`src/rtl/divide_seq.sv`:
```
// Sequential restoring divider: WIDTH_N-bit dividend / WIDTH_D-bit divisor, one quotient bit per clock.
// Optional two's-complement operation is enabled by defining DIVIDE_SIGNED_EN.
module divide_seq #(
    parameter int WIDTH_N = 16,
    parameter int WIDTH_D = 8
) (
    input  logic               clk,
    input  logic               reset,
    input  logic               start,
    input  logic [WIDTH_N-1:0] dividend,
    input  logic [WIDTH_D-1:0] divisor,
    output logic               busy,
    output logic               done,
    output logic [WIDTH_N-1:0] quotient,
    output logic [WIDTH_D-1:0] remainder,
    output logic               div_by_zero
);

    localparam int CNT_W = (WIDTH_N > 1) ? $clog2(WIDTH_N) : 1;
    localparam logic [CNT_W-1:0] CNT_LAST = CNT_W'(WIDTH_N - 1);

    typedef enum logic [1:0] {
        S_IDLE,
        S_RUN,
        S_DONE
    } state_t;

    state_t state_q, state_d;

    logic [WIDTH_N-1:0] dvd_q;       // dividend shifts out MSB-first, quotient shifts in at LSB
    logic [WIDTH_D-1:0] dvs_q;
    logic [WIDTH_D-1:0] p_q;
    logic [CNT_W-1:0]   cnt_q;

    logic [WIDTH_N-1:0] quotient_q;
    logic [WIDTH_D-1:0] remainder_q;
    logic               dbz_q;

    logic               accept;
    logic               finish;
    logic [WIDTH_D:0]   p_shift;
    logic [WIDTH_D+1:0] t_ext;
    logic               qbit;
    logic [WIDTH_D-1:0] p_d;
    logic [WIDTH_N-1:0] dvd_d;
    logic [WIDTH_N-1:0] dvd_load;
    logic [WIDTH_D-1:0] dvs_load;

`ifdef DIVIDE_SIGNED_EN
    logic neg_q_q;
    logic neg_r_q;

    function automatic logic [WIDTH_N-1:0] abs_n(input logic [WIDTH_N-1:0] v);
        return v[WIDTH_N-1] ? (~v + 1'b1) : v;
    endfunction

    function automatic logic [WIDTH_D-1:0] abs_d(input logic [WIDTH_D-1:0] v);
        return v[WIDTH_D-1] ? (~v + 1'b1) : v;
    endfunction

    function automatic logic [WIDTH_N-1:0] fix_q(input logic [WIDTH_N-1:0] v, input logic neg);
        return neg ? (~v + 1'b1) : v;
    endfunction

    function automatic logic [WIDTH_D-1:0] fix_r(input logic [WIDTH_D-1:0] v, input logic neg);
        return neg ? (~v + 1'b1) : v;
    endfunction

    assign dvd_load = abs_n(dividend);
    assign dvs_load = abs_d(divisor);
`else
    assign dvd_load = dividend;
    assign dvs_load = divisor;
`endif

    always_comb begin
        state_d = state_q;
        accept  = 1'b0;
        finish  = 1'b0;
        case (state_q)
            S_IDLE: begin
                if (start) begin
                    accept  = 1'b1;
                    state_d = (divisor == '0) ? S_DONE : S_RUN;
                end
            end
            S_RUN: begin
                if (cnt_q == CNT_LAST) begin
                    finish  = 1'b1;
                    state_d = S_DONE;
                end
            end
            S_DONE:  state_d = S_IDLE;
            default: state_d = S_IDLE;
        endcase
    end

    // Restoring step; the extra top bit of t_ext is the sign of P - divisor.
    always_comb begin
        p_shift = {p_q, dvd_q[WIDTH_N-1]};
        t_ext   = {1'b0, p_shift} - {2'b00, dvs_q};
        qbit    = ~t_ext[WIDTH_D+1];
        p_d     = qbit ? t_ext[WIDTH_D-1:0] : p_shift[WIDTH_D-1:0];
        dvd_d   = {dvd_q[WIDTH_N-2:0], qbit};
    end

    always_ff @(posedge clk) begin
        if (reset) begin
            state_q     <= S_IDLE;
            quotient_q  <= '0;
            remainder_q <= '0;
            dbz_q       <= 1'b0;
        end else begin
            state_q <= state_d;
            if (accept) begin
                if (divisor == '0) begin
                    quotient_q  <= '1;
                    remainder_q <= dividend[WIDTH_D-1:0];
                    dbz_q       <= 1'b1;
                end else begin
                    dbz_q <= 1'b0;
                end
            end
            if (finish) begin
`ifdef DIVIDE_SIGNED_EN
                quotient_q  <= fix_q(dvd_d, neg_q_q);
                remainder_q <= fix_r(p_d, neg_r_q);
`else
                quotient_q  <= dvd_d;
                remainder_q <= p_d;
`endif
            end
        end
    end

    // Working registers need no reset: every accepted start reloads them.
    always_ff @(posedge clk) begin
        if (accept) begin
            dvd_q <= dvd_load;
            dvs_q <= dvs_load;
            p_q   <= '0;
            cnt_q <= '0;
`ifdef DIVIDE_SIGNED_EN
            neg_q_q <= dividend[WIDTH_N-1] ^ divisor[WIDTH_D-1];
            neg_r_q <= dividend[WIDTH_N-1];
`endif
        end else if (state_q == S_RUN) begin
            dvd_q <= dvd_d;
            p_q   <= p_d;
            cnt_q <= cnt_q + 1'b1;
        end
    end

    assign busy        = (state_q == S_RUN);
    assign done        = (state_q == S_DONE);
    assign quotient    = quotient_q;
    assign remainder   = remainder_q;
    assign div_by_zero = dbz_q;

endmodule

```
`config.mk`:
```
export PLATFORM = sky130hd
export DESIGN_NAME = divide_seq
export DESIGN_NICKNAME = d
export VERILOG_FILES = /design/src/rtl/divide_seq.sv
export SDC_FILE = /design/constraint.sdc
export NUM_CORES = 1
export LEC_CHECK = 0
export ABC_AREA = 1
export ABC_CLOCK_PERIOD_IN_PS = 3200
export BUFFER_PORTS_ARGS = -buffer_cell sky130_fd_sc_hd__buf_2
export CELL_PAD_IN_SITES_DETAIL_PLACEMENT = 1
export CELL_PAD_IN_SITES_GLOBAL_PLACEMENT = 1
export CORE_ASPECT_RATIO = 1.25
export CORE_MARGIN = 5
export CORE_UTILIZATION = 47
export CTS_BUF_LIST = sky130_fd_sc_hd__clkbuf_2
export DETAILED_ROUTE_END_ITERATION = 12
export PLACE_DENSITY_LB_ADDON = 0.25
export RECOVER_POWER = 50
export SLEW_MARGIN = 20
export SYNTH_ARGS = -nofsm -noshare
export SYNTH_HDL_FRONTEND = slang
export SYNTH_SLANG_ARGS = --single-unit
```
`constraint.sdc`:
```
create_clock -name clk -period 3.2 [get_ports clk]
set_clock_uncertainty 0.1 [all_clocks]
set_input_delay 0.32 -clock clk [delete_from_list [all_inputs] [get_ports clk]]
set_output_delay 0.32 -clock clk [all_outputs]
set_load 0.02 [all_outputs]
```
### Word-level counts from Yosys, hierarchy flattened

Index checks and enable logic that the tools add are counted.
W data, S select, Z words.

| operators by class | value |
|---|---|
| reductions and logical operators | 7 |
| add/sub/neg operators | 2 |
| bitwise operators | 1 |
| equal/unequal tests | 5 |
| muxes and demuxes | 18 |

Operator list:

| operator | count |
|---|---|
| $mux W16 | 5 |
| $mux W8 | 4 |
| $sub A9 B8 Y10 | 1 |
| $logic_not A8 Y1 | 1 |
| $mux W2 | 3 |
| $reduce_bool A2 Y1 | 3 |
| $mux W1 | 5 |
| $add A4 B1 Y4 const B | 1 |
| $eq A4 B4 Y1 const B | 1 |
| $pmux W2 S2 | 1 |
| $reduce_and A2 Y1 | 2 |
| $eq A2 B1 Y1 const B | 1 |
| $eq A2 B2 Y1 const B | 1 |
| $logic_not A2 Y1 | 1 |
| $ne A2 B1 Y1 const B | 1 |
| $ne A2 B2 Y1 const B | 1 |
| $not A1 Y1 | 1 |

| word-level totals | value |
|---|---|
| bits of input ports | 27 |
| logic and storage cells | 41 |
| output and inout port bits | 27 |
| flip-flop bits (word level) | 63 |

### Logic depth before layout (Yosys ltp)

Gate-level depths: netlist (run 1).

| logic depth | value |
|---|---|
| word-level depth | 5 |
| gate-level depth with buffers | 13 |
| gate-level depth less buffers | 13 |

### Worst setup path after synthesis (run 1)

Ideal clock, no wire load.

| path | value |
|---|---|
| path type | reg-to-reg |
| start point | register dvs_q[3] |
| end point | register dvd_q[0], data pin |
| arrival time | 1325 ps |
| path slack | 1513 ps |
| path buffers | 0 |
| stages on the path, launching flop included | 11 |
| library setup time | 262 ps |
| path through | edfxtp_1 > inv_1 > ha_1 > nand2_2 > inv_2 > nand2_1 > nand2_1 > nand2_2 > nand3_4 > inv_4 > o21ai_0 |

| between the ends | value |
|---|---|
| cells in the longest elaborated chain, start to end | 4 |

RTL lines:

| what | RTL line | text |
|---|---|---|
| from (decl) | 31 | `logic [WIDTH_D-1:0] dvs_q;` |
| from (signal assigned) | 140 | `dvs_q <= dvs_load;` |
| $sub A9 B8 Y10 | 101 | `t_ext = {1'b0, p_shift} - {2'b00, dvs_q};` |
| $not A1 Y1 | 102 | `qbit = ~t_ext[WIDTH_D+1];` |
| $mux W16 | 147 | `end else if (state_q == S_RUN) begin` |
| $mux W16 | 138 | `if (accept) begin` |
| to (signal assigned) | 139 | `dvd_q <= dvd_load;` |
| to (signal assigned) | 148 | `dvd_q <= dvd_d;` |
| to (decl) | 30 | `logic [WIDTH_N-1:0] dvd_q;` |

Every way passes these cells. The select of a mux whose other input is x is not followed.
A chain may end at the register's enable or synchronous reset.

### Worst setup path in the final report (run 1)

| path | value |
|---|---|
| start point | register state_q[1] |
| end point | register dvd_q[3] (enable) |

| between the ends | value |
|---|---|
| cells in the longest elaborated chain, start to end | 3 |
| elaborated cells between the ends (all ways) | 4 |
| those cells by class | eq/ne (1); mux (1); reduce/logical (2) |

RTL lines:

| what | RTL line | text |
|---|---|---|
| from (decl) | 28 | `state_t state_q, state_d;` |
| from (signal assigned) | 114 | `state_q <= state_d;` |
| $logic_not A2 Y1 | 80 | `case (state_q)` |
| $mux W1 | 80 |  |
| $reduce_bool A2 Y1 (no line) (*) | n/a |  |

Every way passes the cells marked *; elsewhere a longest branch is shown, timed or not.

==> impl_metrics.py, run 1 <==
metrics = {
    "drt": {
        "drc": 0,
        "postRouteAntennaNets": 0,
        "first_pass_iters": 4,
        "routedWlPerCell_um": 16.04,
        "routed_wl_um": 8551,
        "vias": 2750,
        "first_iter_violations": 91,
        "vias_per_cell": 5.159,
    },
    "logic_synthesis": {
        "synth_area_per_cell_um2": 8.644,
        "ys_ff_latch": 63,
        "synth_fp_nets": 398,
        "post_synth_num_cell_types": 34,
        "seq_area_frac_synth": 0.4812,
        "synth.cell_area_um2": 3120,
        "ys_warn_count": 0,
        "synth_cells": 361,
    },
    "worst_setup_path": {
        "worstPathArrival_ns": 2.34,
        "worstPathMaxFanout": 24,
        "cp.required_ns": 3.13,
        "critical_path_class": "reg -> reg",
        "reg2reg_depth": 3,
        "start_kind": "flip-flop",
        "cp-end-kind": "flip-flop",
    },
    "status": {
        "status": "finished, final reports clean",
    },
    "place": {
        "dp_slack_ns": 1.101,
        "port_buffers": 53,
        "gp_congestion": 0.7772,
        "dp_hpwl_um": 5955,
    },
    "hold_path": {
        "worstHoldPathCells": 3,
        "hold_path_class": "in -> reg",
    },
    "die": {
        "core_um2": 6524,
        "die_w_um": 82.88,
        "die_h_um": 101.1,
        "die-area_um2": 8379,
        "row_count": 33,
        "io_pins": 54,
        "initial_core_util": 0.4783,
    },
    "sta": {
        "fmax_mhz": 413.8,
        "fin_crit_sh": 0.7553,
        "finalSetupTns_ns": 0,
        "fin_ws_ns": 0.7832,
        "rsz0062_at_grt": "false",
        "final.min_clock_period_ns": 2.417,
        "drv_slew": 0,
        "setup_viol": 0,
        "tightest_slew_ns": 0.9077,
        "finalHoldViolCount": 0,
        "slew_headroom": 0.3934,
    },
    "cells_and_area": {
        "multiInputGateArea_um2": 1345,
        "drive_gt1_frac": 0.2040,
        "register_area_um2": 1501,
        "fin_nets": 478,
        "layout_commonest_cell": "nand2_1",
        "syn2layout_area_growth_pct": 21.09,
        "layout_common_cells": "107 x nand2_1, 39 x dfxtp_1, 34 x clkbuf_1",
        "n_antenna_cell": 0,
        "finish.utilization": 0.5792,
        "fillCellCount": 843,
    },
    "global_routing": {
        "grt_remaining_overflow": 0,
        "grt_max_degree": 28,
        "grt_first_pass_wirelength_um": 14220,
        "grt_usage": 0.2144,
        "antenna_found_initial": 0,
        "grt_pass1_vias": 2982,
    },
    "power": {
        "p_per_area_nw_per_um2": 568.0,
        "p_total_uw": 2146,
        "worst_ir_drop_vdd_mv": 0.3122,
        "cellLeakagePower_uw": 0.001720,
    },
    "clock_tree": {
        "cts_tree": "yes",
        "cts_sinks": 63,
        "clock_path_buffers": 2,
        "cts_buffers": 9,
        "cts_root_buf": "clkbuf_2",
        "path_clk_slew_ns": 0.20,
        "clk_latency_ns": 0.51,
        "h-tree-depth": 3,
        "cts_setup_buffers": 0,
    },
    "flow_run": {
        "maxCapViolations": 0,
    },
}
-- cells by family after synthesis --
logic type | share of synthesized area
adder cells (fa/ha/maj) | 0.04250
flip-flops | 0.4812
XOR/XNOR | 0.01123
AO/OA/AOI/OAI | 0.1391
AND/OR/NAND/NOR | 0.2414
buffers and inverters | 0.08460
-- cell type report --
class	instances	share of cell area
Clock inverter	6	0.02252
Multi-Input combinational cell	232	0.3560
Clock buffer	10	0.01325
Sequential cell	63	0.3974
Timing Repair Buffer	79	0.1252
Tap cell	87	0.02881
Inverter	56	0.05695
-- synth_stat cells --
cell type,n,area (um2)
nand2_2,9,56.30
edfxtp_1,24,720.7
inv_4,2,12.51
xnor2_1,2,17.52
a31oi_1,3,18.77
buf_2,3,15.01
nand2_1,106,397.9
xor2_1,2,17.52
nand3_1,14,70.07
buf_6,1,11.26
clkbuf_1,6,22.52
nand3_4,2,35.03
and3_1,1,6.260
nor3_1,1,5.000
nand4_1,4,25.02
a21oi_4,1,16.27
nand4_4,1,21.27
ha_1,9,112.6
o21ai_0,13,65.06
nor2_4,3,33.78
nor2_1,14,52.55
fa_1,1,20.02
a21oi_1,12,60.06
inv_1,32,120.1
or2_2,1,6.260
inv_2,22,82.58
dfxtp_1,39,780.8
a21oi_2,4,35.03
or2_1,1,6.260
o221ai_1,5,43.79
o21ai_1,9,45.04
o221ai_2,10,150.1
nand3b_1,2,15.01
nand2_4,2,22.52
-- final timing paths --
check                                 start          end  slack [ns]
worst max-delay path             state_q[1]     dvd_q[3]        0.78
worst min-delay path            dividend[5]     dvd_q[5]        0.04
worst max register to register   state_q[1]     dvd_q[3]        0.78
worst min register to register  div_by_zero  div_by_zero        0.40
-- critical path: stages, from the launching register on --
cell and delay, ns:
dfxtp_1 0.40, nor2_1 0.06, nand2_1 0.60, nand2_1 0.77
-- through the flow --
stage	std cells	cell area [um2]	hold WS (ns)
floorplan	361	3120	0.3189
global placement	494	3468	0.3648
detailed placement	494	3468	0.3793
CTS	533	3834	0.0007468
global route	533	3779	0.005021
finish	533	3779	0.04013
-- routing by layer --
layer | track usage | share of wire | wire [um] | vias to the layer above
li1 | - | - | - | 1348
met1 | 0.2384 | 0.41 | 3524 | 1334
met2 | 0.3988 | 0.54 | 4599 | 55
met3 | 0.04742 | 0.034 | 295 | 13
met4 | 0.08428 | 0.015 | 132 | 0
met5 | 0 | 0 | 0 | -
-- state kept, by name, indices dropped and copies added, names as in the netlist --
name,count
quotient,16
dvs_q,8
dvd_q,16
state_q,2
p_q,8
remainder,8
div_by_zero,1
cnt_q,4
-- power breakdown --
part           switching (uW)  total [uW]  internal, uW
combinational             389         606           217
sequential               56.2         978           922
clock                     303         563           259
-- repair_timing --
item | 4_1_cts | 5_1_grt
endpoints found under the hold margin | 26 | 0
hold buffers | 23 | 0
resized for setup | 0 | 0
(Power assumes the default switching activity.)
==> inputs of run 2 (changes only) <==
Settings changed: ABC_CLOCK_PERIOD_IN_PS 3200 to 2100, CORE_UTILIZATION 47 to 39.
Clock period 3.2 ns to 2.1 ns, I/O delays scaled along.
==> impl_metrics.py, run 2 (synthesized netlist as in run 1, its figures left out) <==
metrics = {
    "drt": {
        "postRouteAntennaNets": 0,
        "routed_wl_um": 8712,
        "first_pass_iters": 4,
        "routedWlPerCell_um": 15.84,
        "vias": 2725,
        "vias_per_cell": 4.955,
        "first_iter_violations": 86,
        "drc": 0,
    },
    "clock_tree": {
        "path_clk_slew_ns": 0.18,
        "clk_latency_ns": 0.53,
        "cts_sinks": 63,
        "cts_setup_buffers": 0,
        "h-tree-depth": 3,
        "cts_tree": "yes",
        "cts_buffers": 9,
        "cts_root_buf": "clkbuf_2",
        "clock_path_buffers": 2,
    },
    "sta": {
        "setup_viol": 0,
        "finalHoldViolCount": 0,
        "finalSetupTns_ns": 0,
        "fmax_mhz": 510.9,
        "slew_headroom": 0.5460,
        "drv_slew": 0,
        "tightest_slew_ns": 0.6810,
        "final.min_clock_period_ns": 1.957,
        "fin_crit_sh": 0.9320,
        "timing.hold.ws_ns": 0.07401,
    },
    "power": {
        "intPower_uw": 2189,
        "p_per_area_nw_per_um2": 851.0,
        "p_sw_uw": 1137,
        "p_total_uw": 3325,
        "cellLeakagePower_uw": 0.001778,
        "seqPwrFrac": 0.447,
        "switching_share": 0.3418,
        "worst_ir_drop_vdd_mv": 0.7529,
        "combPwrFrac": 0.298,
        "power_frac_clock": 0.255,
    },
    "worst_setup_path": {
        "cp-end-kind": "flip-flop",
        "worstPathArrival_ns": 2.33,
        "reg2reg_depth": 13,
        "critical_path_class": "reg -> reg",
        "cp_slowest_cell": "edfxtp_1",
        "start_kind": "flip-flop",
        "cp.required_ns": 2.48,
        "worstPathMaxFanout": 6,
        "path_cells": "inv_1, ha_2, nand2_4, inv_2, nand2_1, nand2_1, nand2_4, nand3_4, inv_6, nand2_2, nand2_2, nand2_1, a21oi_2",
        "worstReg2RegStart": "dvs_q[3]",
        "cp.depth": 13,
        "crit_family": "simple AND/OR/NAND/NOR gates",
        "critPathLaunch": "dvs_q[3]",
        "max_stage_delay_ns": 0.40,
        "cp_num_buf_inv": 3,
        "cpMostUsedCell": "nand2_1",
    },
    "cells_and_area": {
        "drive_gt1_frac": 0.2352,
        "syn2layout_area_growth_pct": 25.22,
        "n_antenna_cell": 0,
        "finish.utilization": 0.5014,
        "layout_common_cells": "105 x nand2_1, 39 x dfxtp_1, 33 x inv_1, 33 x clkbuf_1, 25 x dlygate4sd3_1",
        "fillCellCount": 970,
        "register_area_um2": 1501,
        "layout_commonest_cell": "nand2_1",
        "fin_nets": 487,
        "multiInputGateArea_um2": 1403,
    },
    "place": {
        "dp_hpwl_um": 6071,
        "gp_congestion": 0.7836,
        "port_buffers": 53,
    },
    "die": {
        "io_pins": 54,
        "row_count": 36,
        "die-area_um2": 9901,
        "die_h_um": 110.0,
        "core_um2": 7792,
        "die_w_um": 90.01,
        "initial_core_util": 0.4004,
    },
    "hold_path": {
        "min_from": "start",
        "hold_path_class": "in -> reg",
        "worstHoldPathCells": 5,
    },
    "global_routing": {
        "grt_max_degree": 28,
        "grt_usage": 0.1857,
        "grt_pass1_vias": 2941,
        "antenna_found_initial": 0,
        "grt_remaining_overflow": 0,
        "grt_first_pass_wirelength_um": 14420,
    },
    "status": {
        "status": "finished, final reports clean",
    },
    "flow_run": {
        "maxCapViolations": 0,
    },
}
## run 2: cell count changes in the layout (fill, tap and decap cells not counted), moves of 2 or more
| cell | change |
|---|---|
| dlygate4sd3_1 | +2 |
| ha_2 | +2 |
| ha_1 | -4 |
| buf_2 | +2 |
| ha_4 | +2 |
| clkbuf_2 | +2 |
| nand2_1 | -2 |
| buf_4 | +5 |
## run 2: power by group through the flow
stage	registers (uW)	logic [uW]	clock network [uW]
detailed placement	1510	902	0
global route	1500	1130	927
floorplan	1490	671	0
CTS	1480	942	875
global placement	1510	880	0
finish	1490	991	848
## run 2: final timing paths
path / end / slack (ns)
min: div_by_zero / 0.07
max: remainder[7] / 0.14
max reg2reg: remainder[7] / 0.14
min reg2reg: div_by_zero / 0.40
## run 2: per-layer routing
| metal | vias up | share of wire | global-route usage | wire (um) |
|---|---|---|---|---|
| li1 | 1366 | - | - | - |
| met1 | 1302 | 0.41 | 0.2044 | 3552 |
| met2 | 42 | 0.54 | 0.3457 | 4700 |
| met3 | 15 | 0.030 | 0.03734 | 265 |
| met4 | 0 | 0.022 | 0.08404 | 193 |
| met5 | - | 0 | 0 | 0 |
## run 2: final cells by class
cell class,count,area share
Inverter,56,0.05572
Multi-Input combinational cell,233,0.3590
Tap cell,95,0.03042
Clock buffer,12,0.01537
Clock inverter,4,0.01793
Sequential cell,63,0.3842
Timing Repair Buffer,87,0.1374
## run 2: what timing repair did
action	CTS	global route
setup endpoints to repair	0	7
hold buffers	25	0
endpoints found under the hold margin	35	0
resized for setup	0	11
## run 2: tightest hold or removal path: cells and delay by family
family | cells | cell delay, ns
buf+inv | 2 | 0.26
compound gates | 1 | 0.06
simple gates | 2 | 0.14
## run 2: through the flow
| step | area [um2] | setup slack (ns) | cells |
|---|---|---|---|
| 3_3_place_gp | 3523 | 0.1677 | 508 |
| 5_1_grt | 3908 | -0.009935 | 550 |
| 2_1_floorplan | 3120 | 0.4131 | 361 |
| 6_report | 3908 | 0.1428 | 550 |
| 3_5_place_dp | 3523 | 0.1182 | 508 |
| 4_1_cts | 3904 | 0.06466 | 549 |
